`config.mk`:
```
export PLATFORM = sky130hd
export DESIGN_NAME = divisor_frequencia_programavel
export DESIGN_NICKNAME = d
export VERILOG_FILES = /design/src/rtl/divisor_frequencia_programavel.sv
export SDC_FILE = /design/constraint.sdc
export NUM_CORES = 1
export LEC_CHECK = 0
export ABC_AREA = 0
export CAP_MARGIN = 20
export CORE_ASPECT_RATIO = 1.75
export CORE_MARGIN = 4
export CORE_UTILIZATION = 54
export DETAILED_ROUTE_END_ITERATION = 16
export GPL_TIMING_DRIVEN = 1
export PLACE_DENSITY = 0.82
export SETUP_SLACK_MARGIN = 0.5
export SYNTH_ARGS = -nofsm -noshare
export SYNTH_HDL_FRONTEND = slang
export SYNTH_SLANG_ARGS = --single-unit
```
`constraint.sdc`:
```
create_clock -name clockPlaca -period 2.3 [get_ports clockPlaca]
set_input_delay 0.345 -clock clockPlaca [delete_from_list [all_inputs] [get_ports clockPlaca]]
set_output_delay 0.345 -clock clockPlaca [all_outputs]
set_load 0.005 [all_outputs]
```
`src/rtl/divisor_frequencia_programavel.sv`:
```
// -----------------------------------------------------------------------------
// divisor_frequencia_programavel
//
// Runtime-programmable clock divider. It produces a registered square wave
// (`clock`) and a registered one-cycle tick (`pulso`) from the board clock.
// Three operating modes are supported:
//   LIVRE  (00) : free-running, `clock` toggles every D+1 cycles.
//   PULSO  (01) : tick-only, `pulso` fires every D+1 cycles, `clock` held 0.
//   PASSO  (10) : single step, one `passo` strobe gives one high and one low
//                 half-period on `clock`, then a tick on `pulso`.
//   PARADO (11) : idle, nothing runs.
// A new divisor is staged in a pending register and only becomes active at a
// half-period boundary (or while idle), so the output never glitches.
//
// Parameters
//   LARGURA        : width of the counter and of the divisor.
//   DIVISOR_PADRAO : divisor loaded at reset.
//
// Ports
//   clockPlaca     in   board clock, everything on the rising edge
//   resetN         in   synchronous active-low reset
//   habilita       in   0 freezes counter, FSM and `clock`; `pulso` goes 0
//   modo           in   operating mode (see above)
//   passo          in   single-step request, only honoured while idle in PASSO
//   carregaDivisor in   load strobe for `divisorNovo`
//   divisorNovo    in   new divisor value
//   clock          out  divided clock
//   pulso          out  one-cycle tick
//   divisorAtual   out  divisor currently in use
//   pendente       out  a loaded divisor is waiting for a boundary
//   ocupado        out  a single-step sequence is in progress
// -----------------------------------------------------------------------------
module divisor_frequencia_programavel #(
   parameter int unsigned          LARGURA        = 16,
   parameter logic [LARGURA-1:0]   DIVISOR_PADRAO = LARGURA'(100)
) (
   input  logic               clockPlaca,
   input  logic               resetN,
   input  logic               habilita,
   input  logic [1:0]         modo,
   input  logic               passo,
   input  logic               carregaDivisor,
   input  logic [LARGURA-1:0] divisorNovo,
   output logic               clock,
   output logic               pulso,
   output logic [LARGURA-1:0] divisorAtual,
   output logic               pendente,
   output logic               ocupado
);

   // ---------------------------------------------------------------------
   // Types
   // ---------------------------------------------------------------------
   typedef enum logic [1:0] {
      LIVRE  = 2'b00,
      PULSO  = 2'b01,
      PASSO  = 2'b10,
      PARADO = 2'b11
   } modo_t;

   typedef enum logic [1:0] {
      OCIOSO      = 2'b00,
      CORRENDO    = 2'b01,
      PASSO_ALTO  = 2'b10,
      PASSO_BAIXO = 2'b11
   } estado_t;

   // ---------------------------------------------------------------------
   // State
   // ---------------------------------------------------------------------
   estado_t            estado_q,           estado_d;
   logic [LARGURA-1:0] contador_q,         contador_d;
   logic               clock_q,            clock_d;
   logic               pulso_q,            pulso_d;
   logic               ocupado_q,          ocupado_d;
   logic [LARGURA-1:0] divisor_atual_q,    divisor_atual_d;
   logic [LARGURA-1:0] divisor_pendente_q, divisor_pendente_d;
   logic               pendente_q,         pendente_d;
   logic [1:0]         modo_anterior_q,    modo_anterior_d;

   // ---------------------------------------------------------------------
   // Decoded conditions
   // ---------------------------------------------------------------------
   modo_t modo_atual;
   logic  troca_modo;
   logic  contando;
   logic  evento;
   logic  fronteira;

   assign modo_atual = modo_t'(modo);

   // Any mode change aborts whatever is running, regardless of habilita.
   assign troca_modo = (modo != modo_anterior_q);

   // The counter only advances outside OCIOSO.
   assign contando   = (estado_q != OCIOSO);

   // End of a half-period: the counter has reached the active divisor.
   assign evento     = habilita && contando && (contador_q == divisor_atual_q);

   // Points where the divisor may be swapped without shortening or
   // stretching a half-period: an evento, or any enabled idle edge.
   assign fronteira  = habilita && !troca_modo && (evento || (estado_q == OCIOSO));

   // ---------------------------------------------------------------------
   // State register
   // ---------------------------------------------------------------------
   always_ff @(posedge clockPlaca) begin
      // NOTE: reset is sampled on the clock edge, not in the sensitivity list;
      // every register here is a real control flop, so all of them are reset.
      if (!resetN) begin
         // NOTE: sequential state uses non-blocking assignments only, so every
         // flop samples the values computed before this edge.
         estado_q           <= OCIOSO;
         contador_q         <= '0;
         clock_q            <= 1'b0;
         pulso_q            <= 1'b0;
         ocupado_q          <= 1'b0;
         divisor_atual_q    <= DIVISOR_PADRAO;
         divisor_pendente_q <= DIVISOR_PADRAO;
         pendente_q         <= 1'b0;
         // Track the live mode through reset so releasing reset is never
         // mistaken for a mode change.
         modo_anterior_q    <= modo;
      end else begin
         estado_q           <= estado_d;
         contador_q         <= contador_d;
         clock_q            <= clock_d;
         pulso_q            <= pulso_d;
         ocupado_q          <= ocupado_d;
         divisor_atual_q    <= divisor_atual_d;
         divisor_pendente_q <= divisor_pendente_d;
         pendente_q         <= pendente_d;
         modo_anterior_q    <= modo_anterior_d;
      end
   end

   // ---------------------------------------------------------------------
   // Next-state logic
   // ---------------------------------------------------------------------
   always_comb begin
      // NOTE: default assignment first; without it the partial case branches
      // below would infer latches.
      estado_d = estado_q;

      if (troca_modo) begin
         estado_d = OCIOSO;
      end else if (habilita) begin
         case (estado_q)
            OCIOSO: begin
               if ((modo_atual == LIVRE) || (modo_atual == PULSO)) begin
                  estado_d = CORRENDO;
               end else if ((modo_atual == PASSO) && passo) begin
                  estado_d = PASSO_ALTO;
               end
            end
            CORRENDO: begin
               // Leaves only through a mode change.
               estado_d = CORRENDO;
            end
            PASSO_ALTO: begin
               if (evento) begin
                  estado_d = PASSO_BAIXO;
               end
            end
            PASSO_BAIXO: begin
               if (evento) begin
                  estado_d = OCIOSO;
               end
            end
            default: begin
               estado_d = OCIOSO;
            end
         endcase
      end
   end

   // ---------------------------------------------------------------------
   // Output / datapath logic: counter, clock, tick, busy flag
   // ---------------------------------------------------------------------
   always_comb begin
      contador_d = contador_q;
      clock_d    = clock_q;
      pulso_d    = 1'b0;        // tick is only ever one cycle wide
      ocupado_d  = ocupado_q;

      if (troca_modo) begin
         contador_d = '0;
         clock_d    = 1'b0;
         ocupado_d  = 1'b0;
      end else if (habilita) begin
         if (contando) begin
            contador_d = evento ? '0 : (contador_q + LARGURA'(1));
         end else begin
            contador_d = '0;
         end

         case (estado_q)
            OCIOSO: begin
               if ((modo_atual == PASSO) && passo) begin
                  clock_d   = 1'b1;
                  ocupado_d = 1'b1;
               end
            end
            CORRENDO: begin
               if (modo_atual == PULSO) begin
                  clock_d = 1'b0;
               end else if (evento) begin
                  clock_d = ~clock_q;
               end
               pulso_d = evento;
            end
            PASSO_ALTO: begin
               if (evento) begin
                  clock_d = 1'b0;
               end
            end
            PASSO_BAIXO: begin
               if (evento) begin
                  pulso_d   = 1'b1;
                  ocupado_d = 1'b0;
               end
            end
            default: begin
               clock_d = 1'b0;
            end
         endcase
      end
   end

   // ---------------------------------------------------------------------
   // Divisor staging
   // ---------------------------------------------------------------------
   always_comb begin
      divisor_atual_d    = divisor_atual_q;
      divisor_pendente_d = divisor_pendente_q;
      pendente_d         = pendente_q;
      modo_anterior_d    = modo;

      if (fronteira) begin
         // A load on the boundary edge itself bypasses the pending register.
         if (carregaDivisor) begin
            divisor_atual_d = divisorNovo;
         end else if (pendente_q) begin
            divisor_atual_d = divisor_pendente_q;
         end
         pendente_d = 1'b0;
      end else if (carregaDivisor) begin
         // Mid half-period: stage it; a later load simply overwrites.
         divisor_pendente_d = divisorNovo;
         pendente_d         = 1'b1;
      end
   end

   // ---------------------------------------------------------------------
   // Outputs
   // ---------------------------------------------------------------------
   assign clock        = clock_q;
   assign pulso        = pulso_q;
   assign ocupado      = ocupado_q;
   assign divisorAtual = divisor_atual_q;
   assign pendente     = pendente_q;

endmodule

```
==> results of run 1 <==
## stage by stage
step | setup WS (ns) | power [mW]
final | 0.1900 | 1.932
after global routing | 0.1518 | 2.006
after CTS | 0.2507 | 1.898
after detailed placement | 0.04937 | 1.320
after global placement | 0.06775 | 1.312
after floorplan | 0.3936 | 1.213
## placed cells by master, fill, tap and decap left out, drive strengths merged, types with 2 or more instances in the layout
master	instances
a211oi	2
a21oi	6
and2	2
and3	6
and4	3
buf	29
clkbuf	7
clkdlybuf4s50	41
clkinv	2
dfxtp	56
ha	6
inv	4
mux2	16
mux2i	20
nand2	61
nand2b	5
nand3	21
nand3b	2
nand4	8
nor2	21
nor2b	2
o211ai	2
o21ai	15
xnor2	19
xor2	14
## cells by family (layout without fill, tap and decap cells)
kind of cell / count (synthesis) / after routing / synth area share, %
simple gates: 139 / 139 / 23.82
compound gates: 29 / 29 / 6.540
flops: 56 / 56 / 39.59
fa+ha+maj: 6 / 6 / 2.651
xor+xnor: 33 / 33 / 10.21
buf+inv: 20 / 83 / 3.755
mux: 36 / 36 / 13.43
## state kept, by name (all words and copies together) (netlist names)
name,flops
contador_q,16
estado_q,2
modo_anterior_q,2
ocupado,1
clock,1
divisor_pendente_q,16
pulso,1
pendente,1
divisorAtual,16
## timing repair
item	4_1_cts	5_1_grt
resized for setup	20	27
pin swaps	4	12
hold buffers	0	0
endpoints found under the setup margin	50	52
buffers inserted	10	2
gates cloned	2	3
## how the worst max path moves through the flow
| stage | from | to |
|---|---|---|
| 6_report | contador_q[4] | divisor_pendente_q[12] |
| 5_1_grt | contador_q[4] | divisor_pendente_q[9] |
| 4_1_cts | contador_q[11] | divisor_pendente_q[7] |
| 3_5_place_dp | modo[1] | divisor_pendente_q[7] |
| 3_3_place_gp | modo[0] | clock |
| 2_1_floorplan | contador_q[11] | divisor_pendente_q[10] |
## worst reg2reg max path, stage by stage, from the launching register on
cell and delay [ns]:
dfxtp_2 0.38, xnor2_2 0.20, nand4_1 0.12, or4_4 0.55, o311a_4 0.44, clkbuf_16 0.20
nand3_2 0.05, o21ai_1 0.06
## report_power, final
group	switching (mW)	internal, mW
clock network	0.340	0.219
logic	0.156	0.193
registers	0.0250	0.999
total	0.521	1.41
## routing by layer
metal / up-vias / GRT usage (%)
li1: 1209 / -
met1: 1167 / 23.07
met2: 68 / 40.64
met3: 17 / 3.250
met4: 0 / 10.27
met5: - / 0
## final cells by class
class                      count  area, sq um
clock buffer                   5        68.82
multi-input combinational    243         1821
inverter                       3        11.26
sequential                    56         1155
tap                           54        67.56
timing repair buffer          72        787.0
fill                         329         1087
clock inverter                 3        22.52
==> flow_summary_export.csv, run 1 <==
group,metric,value,unit
status,outcome,"complete, no violations",
floorplanning,num_io_pins,43,
floorplanning,core,0.005020,sq mm
critical_path,critical_path.max_fanout,9,
critical_path,cp-end-kind,"flip-flop",
logic_synthesis,synth_seq_area_share,39.59,%
critical_path,crit_family,"simple AND/OR/NAND/NOR gates",
logic_synthesis,synth_top_cell_area_share,39.59,%
cts,cts_tree,"built",
cells_and_area,drive_gt1_share,30.63,%
grt,overflow,0,
cts,clock_tree.buffer_depth,2,
floorplanning,dieArea,0.006512,sq mm
hold_path,worstHoldPathCells,3,
cells_and_area,fin_cells,436,
critical_path,slowest_stage,"or4_4",
place,globalplace.congestion,0.8291,
hold_path,worstHoldStart,"resetN",
route,top_layer,"met4",
logic_synthesis,synthFlopType,"dfxtp_1",
place,place_inst,411,
place,hpwl,4759,um
logic_synthesis,ys_ff_latch,56,
logic_synthesis,synth_edf_count,0,
sta,relSlewSlack,70.02,%
sta,finalClockSkew,0.004867,ns
route,via_per_inst,5.644,
sta,hold_violations,0,
critical_path,r2r_slack,0.19,ns
critical_path,crit_cells,7,
logic_synthesis,synth.distinct_cells,42,
critical_path,cp_slowest_stage_delay,0.55,ns
sta,clock.fmax,473.9,MHz
critical_path,worstSetupStartpointType,"flip-flop",
sta,tns,0,ns
cts,cts.sinks,56,
logic_synthesis,synth_warnings,0,
critical_path,r2r_end,"divisor_pendente_q[12]",
critical_path,arrival,2.32,ns
route,routed-wl-met3,231,um
route,post_drt_wl_per_cell,16.70,um
critical_path,r2r-start,"contador_q[4]",
floorplanning,num_rows,34,
power,p_per_area,491.4,mW/mm^2
hold_path,holdPathEnd,"divisorAtual[3]",
cells_and_area,diodes,0,
logic_synthesis,synth_fp_nets,348,
cts,cts-root-buf,"clkbuf_8",
logic_synthesis,synth_area_leader_cell,"dfxtp_1",
cells_and_area,nNetsFinal,410,
route,drt-total-wl,7282,um
grt,grt_pass1_vias,2520,
route,drc,0,
run,drv_cap,0,
logic_synthesis,ys_top_cells_by_area,"dfxtp_1, nand2_1, mux2i_1",
grt,grt_max_degree,29,
route,vias,2461,
critical_path,crit_type,"reg2reg",
cts,clk_pin_slew_worst_paths,0.10,ns
critical_path,r2r_cells,7,
cells_and_area,areaGrowthSynthToFinish,38.89,%
critical_path,crit_chain,"xnor2_2, nand4_1, or4_4, o311a_4, clkbuf_16, nand3_2, o21ai_1",
logic_synthesis,synthTopCellsByCount,"nand2_1, dfxtp_1, nor2_1, mux2i_1, nand3_1",
critical_path,path_buf_inv,1,
place,portBuffers,42,
grt,grt_pass1_wl,11400,um
sta,worstMarginPinSlew,0.4450,ns
power,total_leakage_power,1.539,nW
floorplanning,die_h,103.8,um
sta,fin_crit_sh,91.74,%
logic_synthesis,syn_area,0.002831,sq mm
power,peakVddDrop,424.8,uV
route,m1WireLength,2864,um
floorplanning,initial_core_util,56.41,%
route,postRouteAntennaNets,0,
logic_synthesis,syn-instance-count,319,
hold_path,hp-class,"in2reg",
logic_synthesis,avgSynthCellArea,8.876,sq um
cells_and_area,final_area,0.003933,sq mm
route,met2_wirelength,3990,um
place,placed_area,0.003446,sq mm
sta,final-max-slew-violation-count,0,
grt,grt.total_usage,21.68,%
critical_path,required,2.51,ns
route,drt_iter0_drc,129,
sta,worst_hold_slack,0.4109,ns
sta,rsz0062_at_grt,"yes",
cts,cts_made_buffers,5,
logic_synthesis,async_flop_share,0,%
floorplanning,die_w,62.74,um
sta,finalSetupViolCount,0,
logic_synthesis,yosysMostFrequentCell,"nand2_1",
sta,period_minus_slack,2.110,ns
grt,antenna_found_initial,0,
cts,clk_latency,0.31,ns
cts,htree_levels,2,
route,dr.pass1.iters,4,
cells_and_area,final_util,78.34,%
No activity file was read; power rests on OpenSTA's default activity.
==> run 2, diff against run 1 <==
Settings changed: CORE_UTILIZATION 54 to 58, DONT_BUFFER_PORTS from default to 1, PLACE_DENSITY 0.82 to 0.76.
==> flow_summary_export.csv, run 2 (synthesis gave the netlist of run 1 again) <==
group,metric,value,unit
route,dr.pass1.iters,4,
place,portBuffers,0,
grt,overflow,0,
critical_path,r2r_end,"divisor_pendente_q[6]",
critical_path,r2r_slack,0.24,ns
grt,antenna_found_initial,0,
cells_and_area,mostFrequentLayoutCells,"nand2_1, dfxtp_1, mux2i_1",
cells_and_area,seq_area,0.001150,sq mm
power,peakVddDrop,810.6,uV
status,outcome,"complete, no violations",
place,globalplace.congestion,0.8382,
floorplanning,core,0.004707,sq mm
hold_path,worstHoldStart,"modo[1]",
route,drc,0,
floorplanning,initial_core_util,60.15,%
grt,grt_pass1_wl,10020,um
run,drv_cap,0,
route,drt-total-wl,6377,um
cts,cts-root-buf,"clkbuf_8",
floorplanning,dieArea,0.006108,sq mm
cells_and_area,layout_commonest_cell,"nand2_1",
route,vias,2221,
critical_path,cp-end-kind,"flip-flop",
power,total_leakage_power,1.300,nW
cts,cts_made_buffers,5,
power,p_per_area,551.8,mW/mm^2
sta,worst_hold_slack,0.05487,ns
floorplanning,num_rows,33,
sta,finalClockSkew,0.01281,ns
place,hpwl,4221,um
cts,htree_levels,2,
critical_path,critical_path.max_fanout,29,
critical_path,crit_type,"reg2reg",
cts,cts.sinks,56,
sta,final-max-slew-violation-count,0,
sta,period_minus_slack,2.060,ns
critical_path,critPathCapture,"divisor_pendente_q[6]",
route,via_per_inst,5.845,
cells_and_area,diodes,0,
route,postRouteAntennaNets,0,
cells_and_area,nNetsFinal,356,
cts,clk_latency,0.31,ns
critical_path,arrival,2.26,ns
cells_and_area,fill_cells,346,
cells_and_area,multi_input_area,0.001834,sq mm
floorplanning,die_w,60.82,um
grt,grt_pass1_vias,2166,
grt,grt_max_degree,65,
cells_and_area,drive_gt1_share,31.10,%
sta,fin_crit_sh,89.58,%
sta,tns,0,ns
critical_path,r2r_cells,7,
sta,finalSetupViolCount,0,
critical_path,worstSetupStartpointType,"flip-flop",
critical_path,r2r-start,"contador_q[14]",
critical_path,required,2.50,ns
hold_path,hp-class,"in2reg",
cts,clock_tree.buffer_depth,2,
sta,rsz0062_at_grt,"yes",
power,power.total,1.874,mW
cells_and_area,areaGrowthSynthToFinish,19.97,%
sta,hold_violations,0,
sta,relSlewSlack,73.28,%
cts,clk_pin_slew_worst_paths,0.10,ns
floorplanning,num_io_pins,43,
cts,cts_tree,"built",
sta,worstMarginPinSlew,0.3965,ns
cts,ctsHoldBuffers,0,
critical_path,cp-startpoint,"contador_q[14]",
route,post_drt_wl_per_cell,16.78,um
floorplanning,die_h,100.4,um
grt,grt.total_usage,21.30,%
route,drt_iter0_drc,85,
sta,clock.fmax,485.4,MHz
## run 2: cell types whose count changed in the layout (fill, tap and decap cells not counted), sizes merged
cell / change
clkdlybuf4s50: -41
buf: -12
bufinv: +1
clkinv: -1
inv: -1
## run 2: worst max-delay path, cell delays in order, from the launching register on
cell and delay (ns):
dfxtp_2 0.36, xnor2_2 0.19, nand4_1 0.11, or4_4 0.55, o311a_4 0.34, buf_12 0.17, mux2i_1 0.16, nand2_1 0.06
## run 2: metal layers
layer / track usage [%] / part of all wire, % / wire, um / vias up
met5: 0 / 0 / 0 / -
met4: 9.349 / 4.2 / 267 / 0
met3: 5.792 / 4.9 / 314 / 22
met2: 35.04 / 51 / 3273 / 56
met1: 25.18 / 40 / 2521 / 1040
li1: - / - / - / 1103
## run 2: metrics by stage
step | setup WS (ns) | util [%] | area [sq um] | cells
global route | 0.1488 | 72.17 | 3397 | 380
floorplan | 0.3936 | - | 2935 | 319
detailed placement | 0.2275 | 63.48 | 2988 | 360
global placement | 0.2726 | 63.48 | 2988 | 360
CTS | 0.2489 | 67.92 | 3197 | 376
finish | 0.2398 | 72.17 | 3397 | 380
## run 2: cell type report
| type | instances | share of cell area [%] |
|---|---|---|
| Inverter | 3 | 0.3315 |
| Sequential cell | 56 | 33.85 |
| Clock inverter | 2 | 1.031 |
| Tap cell | 52 | 1.915 |
| Multi-Input combinational cell | 243 | 54.00 |
| Clock buffer | 6 | 2.136 |
| Timing Repair Buffer | 18 | 6.740 |
## run 2: power by group
part	switching, mW	internal [mW]	total [mW]
logic	0.104	0.118	0.222
clock network	0.304	0.324	0.628
registers	0.0238	1.00	1.02
total	0.432	1.44	1.87
## run 2: what timing repair did
item / CTS / global route
gates resized for setup: 3 / 41
buffers inserted: 7 / 3
setup endpoints to repair: 50 / 52
cloned: 1 / 1
pin swaps: 4 / 18
## run 2: worst min-delay path by stage
stage / end / slack (ns) / depth (start not counted)
CTS: modo_anterior_q[1] / 0.05 / 0
finish: modo_anterior_q[1] / 0.05 / 0
floorplan: modo_anterior_q[0] / 0.37 / 0
global route: modo_anterior_q[1] / 0.03 / 0
global placement: modo_anterior_q[0] / 0.37 / 0
detailed placement: modo_anterior_q[0] / 0.37 / 0
